**src/rtl/jk_cmd_pkg.sv**
```systemverilog
// jk_cmd_pkg: jk command codes and arbiter FSM state encoding
package jk_cmd_pkg;
  localparam logic [1:0] CMD_HOLD   = 2'b00;
  localparam logic [1:0] CMD_RESET  = 2'b01;
  localparam logic [1:0] CMD_SET    = 2'b10;
  localparam logic [1:0] CMD_TOGGLE = 2'b11;
  localparam logic [1:0] IDLE  = 2'd0;
  localparam logic [1:0] ISSUE = 2'd1;
  localparam logic [1:0] RESP  = 2'd2;
endpackage

```
**src/rtl/jk_bank_cmd_arbiter_rr.sv**
```systemverilog
// rr_arbiter: combinational round-robin grant starting the search at ptr
module rr_arbiter #(
  parameter int N = 4,
  parameter int W = $clog2(N)
) (
  input  logic [N-1:0] req,
  input  logic [W-1:0] ptr,
  output logic [N-1:0] grant,
  output logic [W-1:0] grant_idx,
  output logic         any
);
  logic [W-1:0] k;
  always_comb begin
    grant_idx = '0;
    any = 1'b0;
    k = '0;
    for (int i = N - 1; i >= 0; i--) begin
      k = W'((int'(ptr) + i) % N);
      grant_idx = req[k] ? k : grant_idx;
      any = any | req[k];
    end
    grant = '0;
    grant[grant_idx] = any;
  end
endmodule

```
**src/rtl/jk_bank_cmd_arbiter.sv**
```systemverilog
// jk_bank_cmd_arbiter: round-robin command arbiter driving a shared jk_ff bank
module jk_bank_cmd_arbiter
  import jk_cmd_pkg::*;
#(
  parameter int NUM_REQ = 4,
  parameter int NUM_FF  = 8,
  parameter int IDX_W   = $clog2(NUM_FF),
  parameter int ID_W    = $clog2(NUM_REQ)
) (
  input  logic                     clk,
  input  logic                     reset,
  input  logic [NUM_REQ-1:0]       req_valid,
  output logic [NUM_REQ-1:0]       req_ready,
  input  logic [2*NUM_REQ-1:0]     req_cmd,
  input  logic [IDX_W*NUM_REQ-1:0] req_idx,
  output logic [NUM_FF-1:0]        ff_j,
  output logic [NUM_FF-1:0]        ff_k,
  input  logic [NUM_FF-1:0]        ff_q,
  output logic                     rsp_valid,
  output logic [ID_W-1:0]          rsp_id,
  output logic                     rsp_q,
  output logic                     busy
);
  logic [1:0] state_q, state_d, cmd_q, cmd_d;
  logic [ID_W-1:0] ptr_q, ptr_d, id_q, id_d, grant_idx;
  logic [IDX_W-1:0] idx_q, idx_d;
  logic [NUM_REQ-1:0] grant;
  logic any, accept, issue, resp;
  rr_arbiter #(.N(NUM_REQ), .W(ID_W)) u_arb (
    .req(req_valid),
    .ptr(ptr_q),
    .grant(grant),
    .grant_idx(grant_idx),
    .any(any)
  );
  always_comb begin
    accept = ~reset & (state_q == IDLE) & any;
    issue = ~reset & (state_q == ISSUE);
    resp = ~reset & (state_q == RESP);
    req_ready = accept ? grant : '0;
    ff_j = '0;
    ff_k = '0;
    ff_j[idx_q] = issue & cmd_q[1];
    ff_k[idx_q] = issue & cmd_q[0];
    rsp_valid = resp;
    rsp_id = resp ? id_q : '0;
    rsp_q = resp & ff_q[idx_q];
    busy = ~reset & (state_q != IDLE);
    state_d = accept ? ISSUE : (state_q == ISSUE) ? RESP : IDLE;
    ptr_d = !accept ? ptr_q : (grant_idx == ID_W'(NUM_REQ - 1)) ? '0 : grant_idx + 1'b1;
    cmd_d = accept ? req_cmd[2*grant_idx +: 2] : cmd_q;
    idx_d = accept ? req_idx[IDX_W*grant_idx +: IDX_W] : idx_q;
    id_d = accept ? grant_idx : id_q;
  end
  always_ff @(posedge clk) begin
    if (reset) begin
      state_q <= IDLE;
      ptr_q <= '0;
      cmd_q <= '0;
      idx_q <= '0;
      id_q <= '0;
    end else begin
      state_q <= state_d;
      ptr_q <= ptr_d;
      cmd_q <= cmd_d;
      idx_q <= idx_d;
      id_q <= id_d;
    end
  end
endmodule

```
**config.mk**
```make
export PLATFORM = sky130hd
export DESIGN_NAME = jk_bank_cmd_arbiter
export DESIGN_NICKNAME = d
export VERILOG_FILES = /design/src/rtl/jk_cmd_pkg.sv /design/src/rtl/jk_bank_cmd_arbiter_rr.sv /design/src/rtl/jk_bank_cmd_arbiter.sv
export SDC_FILE = /design/constraint.sdc
export NUM_CORES = 1
export LEC_CHECK = 0
export ABC_AREA = 1
export BUFFER_PORTS_ARGS = -buffer_cell sky130_fd_sc_hd__buf_2
export CAP_MARGIN = 25
export CORE_UTILIZATION = 44
export CTS_CLUSTER_DIAMETER = 120
export DETAILED_ROUTE_END_ITERATION = 10
export PLACE_DENSITY_LB_ADDON = 0.05
export SLEW_MARGIN = 20
export SYNTH_ARGS = -nofsm -noshare
export SYNTH_HDL_FRONTEND = slang
export SYNTH_SLANG_ARGS = --single-unit
```
**constraint.sdc**
```tcl
create_clock -name clk -period 2.5 [get_ports clk]
set_clock_uncertainty 0.2 [all_clocks]
set_input_delay 0.5 -clock clk [delete_from_list [all_inputs] [get_ports clk]]
set_output_delay 0.5 -clock clk [all_outputs]
set_load 0.05 [all_outputs]
```
After elaboration in Yosys (flattened, before gate mapping)
Index checks and enable logic that the tools add are counted.
{ "word_totals": {"register_bits": 11, "wordCells": 67} }
{ "op_classes": {"order_cmp": 8, "n_bitwise": 15, "eq_ne": 3, "n_mul": 1, "n_reduce_logical": 5, "n_addsub": 4, "mux": 23, "n_shift": 2} }
{ "op_table": {"columns": ["cell", "n"], "rows": [
  ["8-bit bitwise AND", 2],
  ["2-bit by 3-bit less-than comparator with 1-bit output, second input constant", 5],
  ["2-bit two-way mux", 7],
  ["12-bit by 5-bit variable part select with 3-bit output", 1],
  ["1-bit bitwise AND", 8],
  ["1-bit binary-select mux with 2-bit select", 4],
  ["1-bit two-way mux", 8],
  ["8-bit by 4-bit variable part select with 2-bit output", 1],
  ["2-bit by 1-bit adder with 2-bit output, second input constant", 2],
  ["2-bit adder, second input constant", 2],
  ["4-bit bitwise AND", 1],
  ["2-bit equality test, second input constant", 2],
  ["3-bit by 4-bit less-than comparator with 1-bit output, second input constant", 1],
  ["2-bit by 2-bit multiplier with 4-bit output, first input constant", 1],
  ["4-bit two-way mux", 1],
  ["1-bit binary-select mux with 3-bit select", 1],
  ["1-bit demux with 3-bit select", 1],
  ["3-bit by 1-bit >= comparator with 1-bit output, second input constant", 1],
  ["1-bit bitwise OR", 3],
  ["1-bit demux with 2-bit select", 1],
  ["2-bit by 1-bit equality test with 1-bit output, second input constant", 1],
  ["2-bit by 1-bit >= comparator with 1-bit output, second input constant", 1],
  ["1-bit logical AND", 2],
  ["2-bit logical NOT", 1],
  ["3 further kinds", 3]
]} }

Longest topological paths before layout
{ "logic_depth": {"depth_word": 13, "mapped_depth": 14, "mapped_depth_nobuf": 13} }

Hierarchy
Synthesis repeated with hierarchy kept, for this count alone.
{ "hier_totals": {"cells_unflattened": 195, "hier_area_um2": 1051.0} }
{ "by_module_without_submodules": {"columns": ["module", "n_inst", "cells_each", "seq_area_each_um2", "area_per_inst_um2"], "rows": [
  ["jk_bank_cmd_arbiter", 1, 138, 220.2, 799.5],
  ["rr_arbiter", 1, 57, 0.0, 251.5]
]} }

Worst setup path before layout
Ideal clock, no wire load.
{ "synth_path": {"kind": "in2out", "startpoint": "in reset", "endpoint": "out rsp_q", "path_buffers": 0, "stages": 3, "t_arrival_ns": 2.710, "setup_slack_ns": -0.910, "path_cell_list": "nor3_1 > inv_1 > a41oi_1"} }
{ "synth_via": {"elab_chain_cells": 3} }
{ "synth_lines": {"columns": ["item", "line", "source"], "rows": [
  ["start: declaration", "jk_bank_cmd_arbiter.sv:11", "input logic reset,"],
  ["1-bit NOT", "jk_bank_cmd_arbiter.sv:39", "resp = ~reset & (state_q == RESP);"],
  ["1-bit bitwise AND", "jk_bank_cmd_arbiter.sv:39", null],
  ["1-bit bitwise AND", "jk_bank_cmd_arbiter.sv:47", "rsp_q = resp & ff_q[idx_q];"],
  ["end: declaration", "jk_bank_cmd_arbiter.sv:21", "output logic rsp_q,"]
]} }
No other way between the ends.

Worst setup path in the final report
{ "layout_path": {"startpoint": "reg ptr_q[0]", "endpoint": "out req_ready[3]"} }
{ "layout_via": {"elab_chain_cells": 13, "word_cells_on_any_way": 26, "cone_classes": "3 x add/sub; 2 x order compare; 15 x mux; 5 x bitwise; 1 x reduce/logical"} }
{ "layout_lines": {"columns": ["item", "line", "source"], "rows": [
  ["start: declaration", "jk_bank_cmd_arbiter.sv:25", "logic [ID_W-1:0] ptr_q, ptr_d, id_q, id_d, grant_idx;"],
  ["start signal: assignment", "jk_bank_cmd_arbiter.sv:64", "ptr_q <= ptr_d;"],
  ["2-bit adder", "jk_bank_cmd_arbiter_rr.sv:18", "k = W'((int'(ptr) + i) % N);"],
  ["1-bit binary-select mux with 2-bit select", "jk_bank_cmd_arbiter_rr.sv:19, jk_bank_cmd_arbiter_rr.sv:20", null],
  ["1-bit two-way mux (implied by the code)", "jk_bank_cmd_arbiter_rr.sv:19, jk_bank_cmd_arbiter_rr.sv:20", null],
  ["2-bit two-way mux (4 in series)", "jk_bank_cmd_arbiter_rr.sv:19", "grant_idx = req[k] ? k : grant_idx;"],
  ["2-bit by 3-bit less-than comparator with 1-bit output (implied by the code) / 2-bit by 1-bit >= comparator with 1-bit output (equally long branches)", "jk_bank_cmd_arbiter_rr.sv:23", "grant[grant_idx] = any;"],
  ["1-bit logical AND (implied by the code)", "jk_bank_cmd_arbiter_rr.sv:23", null],
  ["1-bit two-way mux (implied by the code)", "jk_bank_cmd_arbiter_rr.sv:23", null],
  ["1-bit demux with 2-bit select", null, null],
  ["4-bit bitwise AND (no line)", null, null],
  ["4-bit two-way mux (*)", "jk_bank_cmd_arbiter.sv:40", "req_ready = accept ? grant : '0;"],
  ["end: declaration", "jk_bank_cmd_arbiter.sv:13", "output logic [NUM_REQ-1:0] req_ready,"]
]} }
Mark *: on every way between the ends. The rest lies on a longest branch, timed or not. The select of a mux whose other input is x is not followed.

==> impl_metrics.csv <==
group,metric,value,unit
run_status,status,"finished with violations",
run_status,violations,"negative setup slack",
placement,dp_worst_setup_slack,-0.07374,ns
placement,port_buffer_count,58,
timing,timing.final.setup_violations,2,
die,coreArea,2212,sq um
timing,finalCriticalPeriod,2.541,ns
timing,grt_setup_unrepaired,"true",
yosys,syn-instance-count,183,
setup_path,timing.critical_path.to_type,"output port",
routing,finalWirelength,2.922,mm
pwr,cellLeakagePower,0.8117,nW
routing,routed-via-count,1349,
clocking,cts_tree,"yes",
clocking,clockRootBuffer,"clkbuf_4",
die,die_area,2544,sq um
clocking,insertion_delay,0.28,ns
job,max_cap_viol_count,0,
setup_path,worstSetupPathType,"reg2out",
finish,drive_gt1_share,46.18,%
grt,globalRouteOverflowTotal,0,
pwr,power.ir.vdd_worst,832.4,uV
setup_path,start_kind,"flop",
routing,drt_iter0_markers,41,
grt,initial_antenna_violation_count,0,
finish,synthToLayoutAreaGrowth,53.45,%
yosys,synth_enable_flop_cells,0,
timing,tightest_slew,0.4334,ns
yosys,synth_common_cells,"52 x nand2_1, 35 x nand3_1, 27 x nor2_1",
clocking,post_cts_hold_buffer_count,0,
routing,number_of_iterations_in_the_first_detailed_routing_pass,4,
finish,layout.cell_area.non_filler,1584,sq um
yosys,leading_cell_type_by_number_of_instances_after_synthesis,"nand2_1",
finish,antenna-diode-count,0,
die,die_x,50.44,um
routing,detail_route.vias_per_cell,4.870,
yosys,post_synth_num_cell_types,23,
clocking,clock_tree.buffer_depth,2,
yosys,avgSynthCellArea,5.641,sq um
yosys,synthesis.yosys.warnings,0,
timing,final_worst_setup_slack,-0.04124,ns
grt,pin_count_of_the_biggest_net_entering_global_routing,11,
clocking,cts_made_buffers,3,
setup_path,r2r_slack,0.57,ns
timing,totalNegativeSetupSlack,-0.05921,ns
clocking,clkTransAtPathRegs,0.07,ns
routing,drc,0,
yosys,synth.top_cells.by_area,"dfxtp_1 21%, nand2_1 19%, nand3_1 17%, nor2_1 9.8%, inv_1 7.3%",
die,top_level_ports,59,
yosys,number_of_nets_in_the_synthesized_netlist,218,
timing,fmaxAchievable,393.5,MHz
timing,max_slew_margin,70.80,%
grt,global_route_wire_length_before_repair,4.754,mm
yosys,post-synth-top-area-cell,"dfxtp_1",
finish,final_nets,285,
pwr,total_power,1.663,mW
setup_path,worst_ep_arrival_time,1.84,ns
setup_path,worst_path_required_time,1.80,ns
pwr,p_per_area,1050,nW/um^2
routing,detail_route.wl_per_cell,10.55,um
grt,number_of_global_route_vias_before_repair,1163,
timing,finalMaxSlewViolations,0,
yosys,synth.ff_latch_count,11,
die,die_h,50.44,um
placement,placedInstanceArea,1408,sq um
yosys,seq_area_frac_synth,21.33,%
setup_path,critical_path.max_fanout,8,
grt,gr-usage-all-layers,24.46,%
placement,hpwl,2.278,mm
yosys,synthFlopType,"dfxtp_1",
clocking,clock_sinks,11,
yosys,async_s_r_ff_share_synth,0,%
yosys,synthDominantCellAreaShare,21.33,%
clocking,ctsHtreeMaxLevel,1,
timing,final.period_utilization,101.6,%
die,row_count,17,
placement,globalplace.congestion,0.8306,
yosys,mapped_area,1032,sq um
worst_hold_path,holdCritPathClass,"reg2reg",
routing,antenna_left,0,
timing,final_hold_viol_count,0,
die,start_util,46.66,%
==> per-layer routing <==
metal | global-route usage, % | vias up | wire, um
met5 | 0 | - | 0
met4 | 13.43 | 0 | 61
met3 | 3.333 | 5 | 124
met2 | 41.78 | 44 | 1441
met1 | 29.23 | 587 | 1295
li1 | - | 713 | -
==> metrics by stage <==
stage | hold WS [ns] | cells | utilization, %
floorplan | 0.2188 | 183 | -
global placement | 0.2350 | 271 | 63.63
detailed placement | 0.2356 | 271 | 63.63
CTS | 0.2499 | 275 | 68.10
global route | 0.2611 | 277 | 71.61
finish | 0.2467 | 277 | 71.61
==> kinds of logic (layout without fill, tap and decap cells) <==
| group | count (synthesis) | in the layout | synth area share [%] |
|---|---|---|---|
| fa+ha+maj | 1 | 1 | 1.212 |
| buf+inv | 30 | 96 | 14.18 |
| compound gates | 13 | 13 | 8.121 |
| simple gates | 128 | 128 | 55.15 |
| flops | 11 | 11 | 21.33 |
==> cell usage in the layout, fill, tap and decap left out, drive strengths merged, types with 2 or more instances in the layout <==
cell,n
nand3,37
nor2,28
dfxtp,11
a41oi,2
clkbuf,5
o21ai,7
nand2,59
a21oi,3
inv,24
buf,67
nor3,3
==> worst paths after layout <==
check	end	startpoint	cells after the start
min	id_q[0]	id_q[0]	2
max reg2reg	id_q[1]	ptr_q[0]	10
max	req_ready[3]	ptr_q[0]	12
min reg2reg	id_q[0]	id_q[0]	2
==> report_power, final <==
| part | switching, mW | total [mW] | internal (mW) |
|---|---|---|---|
| Clock | 0.0586 | 0.121 | 0.0619 |
| Combinational | 0.761 | 1.23 | 0.473 |
| Sequential | 0.0637 | 0.308 | 0.244 |
==> what timing repair did <==
action,in CTS,in global routing
setup buffers,0,2
gates resized for setup,23,16
pin swaps,1,11
endpoints found under the setup margin,4,5
==> flip-flops by register name, indices dropped and copies added (netlist names) <==
signal	count
ptr_q	2
state_q	2
idx_q	3
id_q	2
cmd_q	2
==> layout make-up <==
type                    count  area (sq um)
multi-input cells         142         798.3
clock buffers               4         26.28
fillers                   200         628.1
well taps                  28         35.03
repair buffers             68         405.4
flip-flops and latches     11         226.5
inverters                  24         92.59
==> critical path, stage by stage (launching register included) <==
cell and delay (ns):
dfxtp_4 0.37, buf_12 0.14, o21ai_4 0.19, nand2_2 0.11, nand3_4 0.08, nand2_2 0.06
nand2_2 0.08, nand2_4 0.07, inv_4 0.06, ha_4 0.13, inv_2 0.04, nor2_4 0.07
buf_6 0.16
Note: power is estimated with default switching activity, not from simulation.
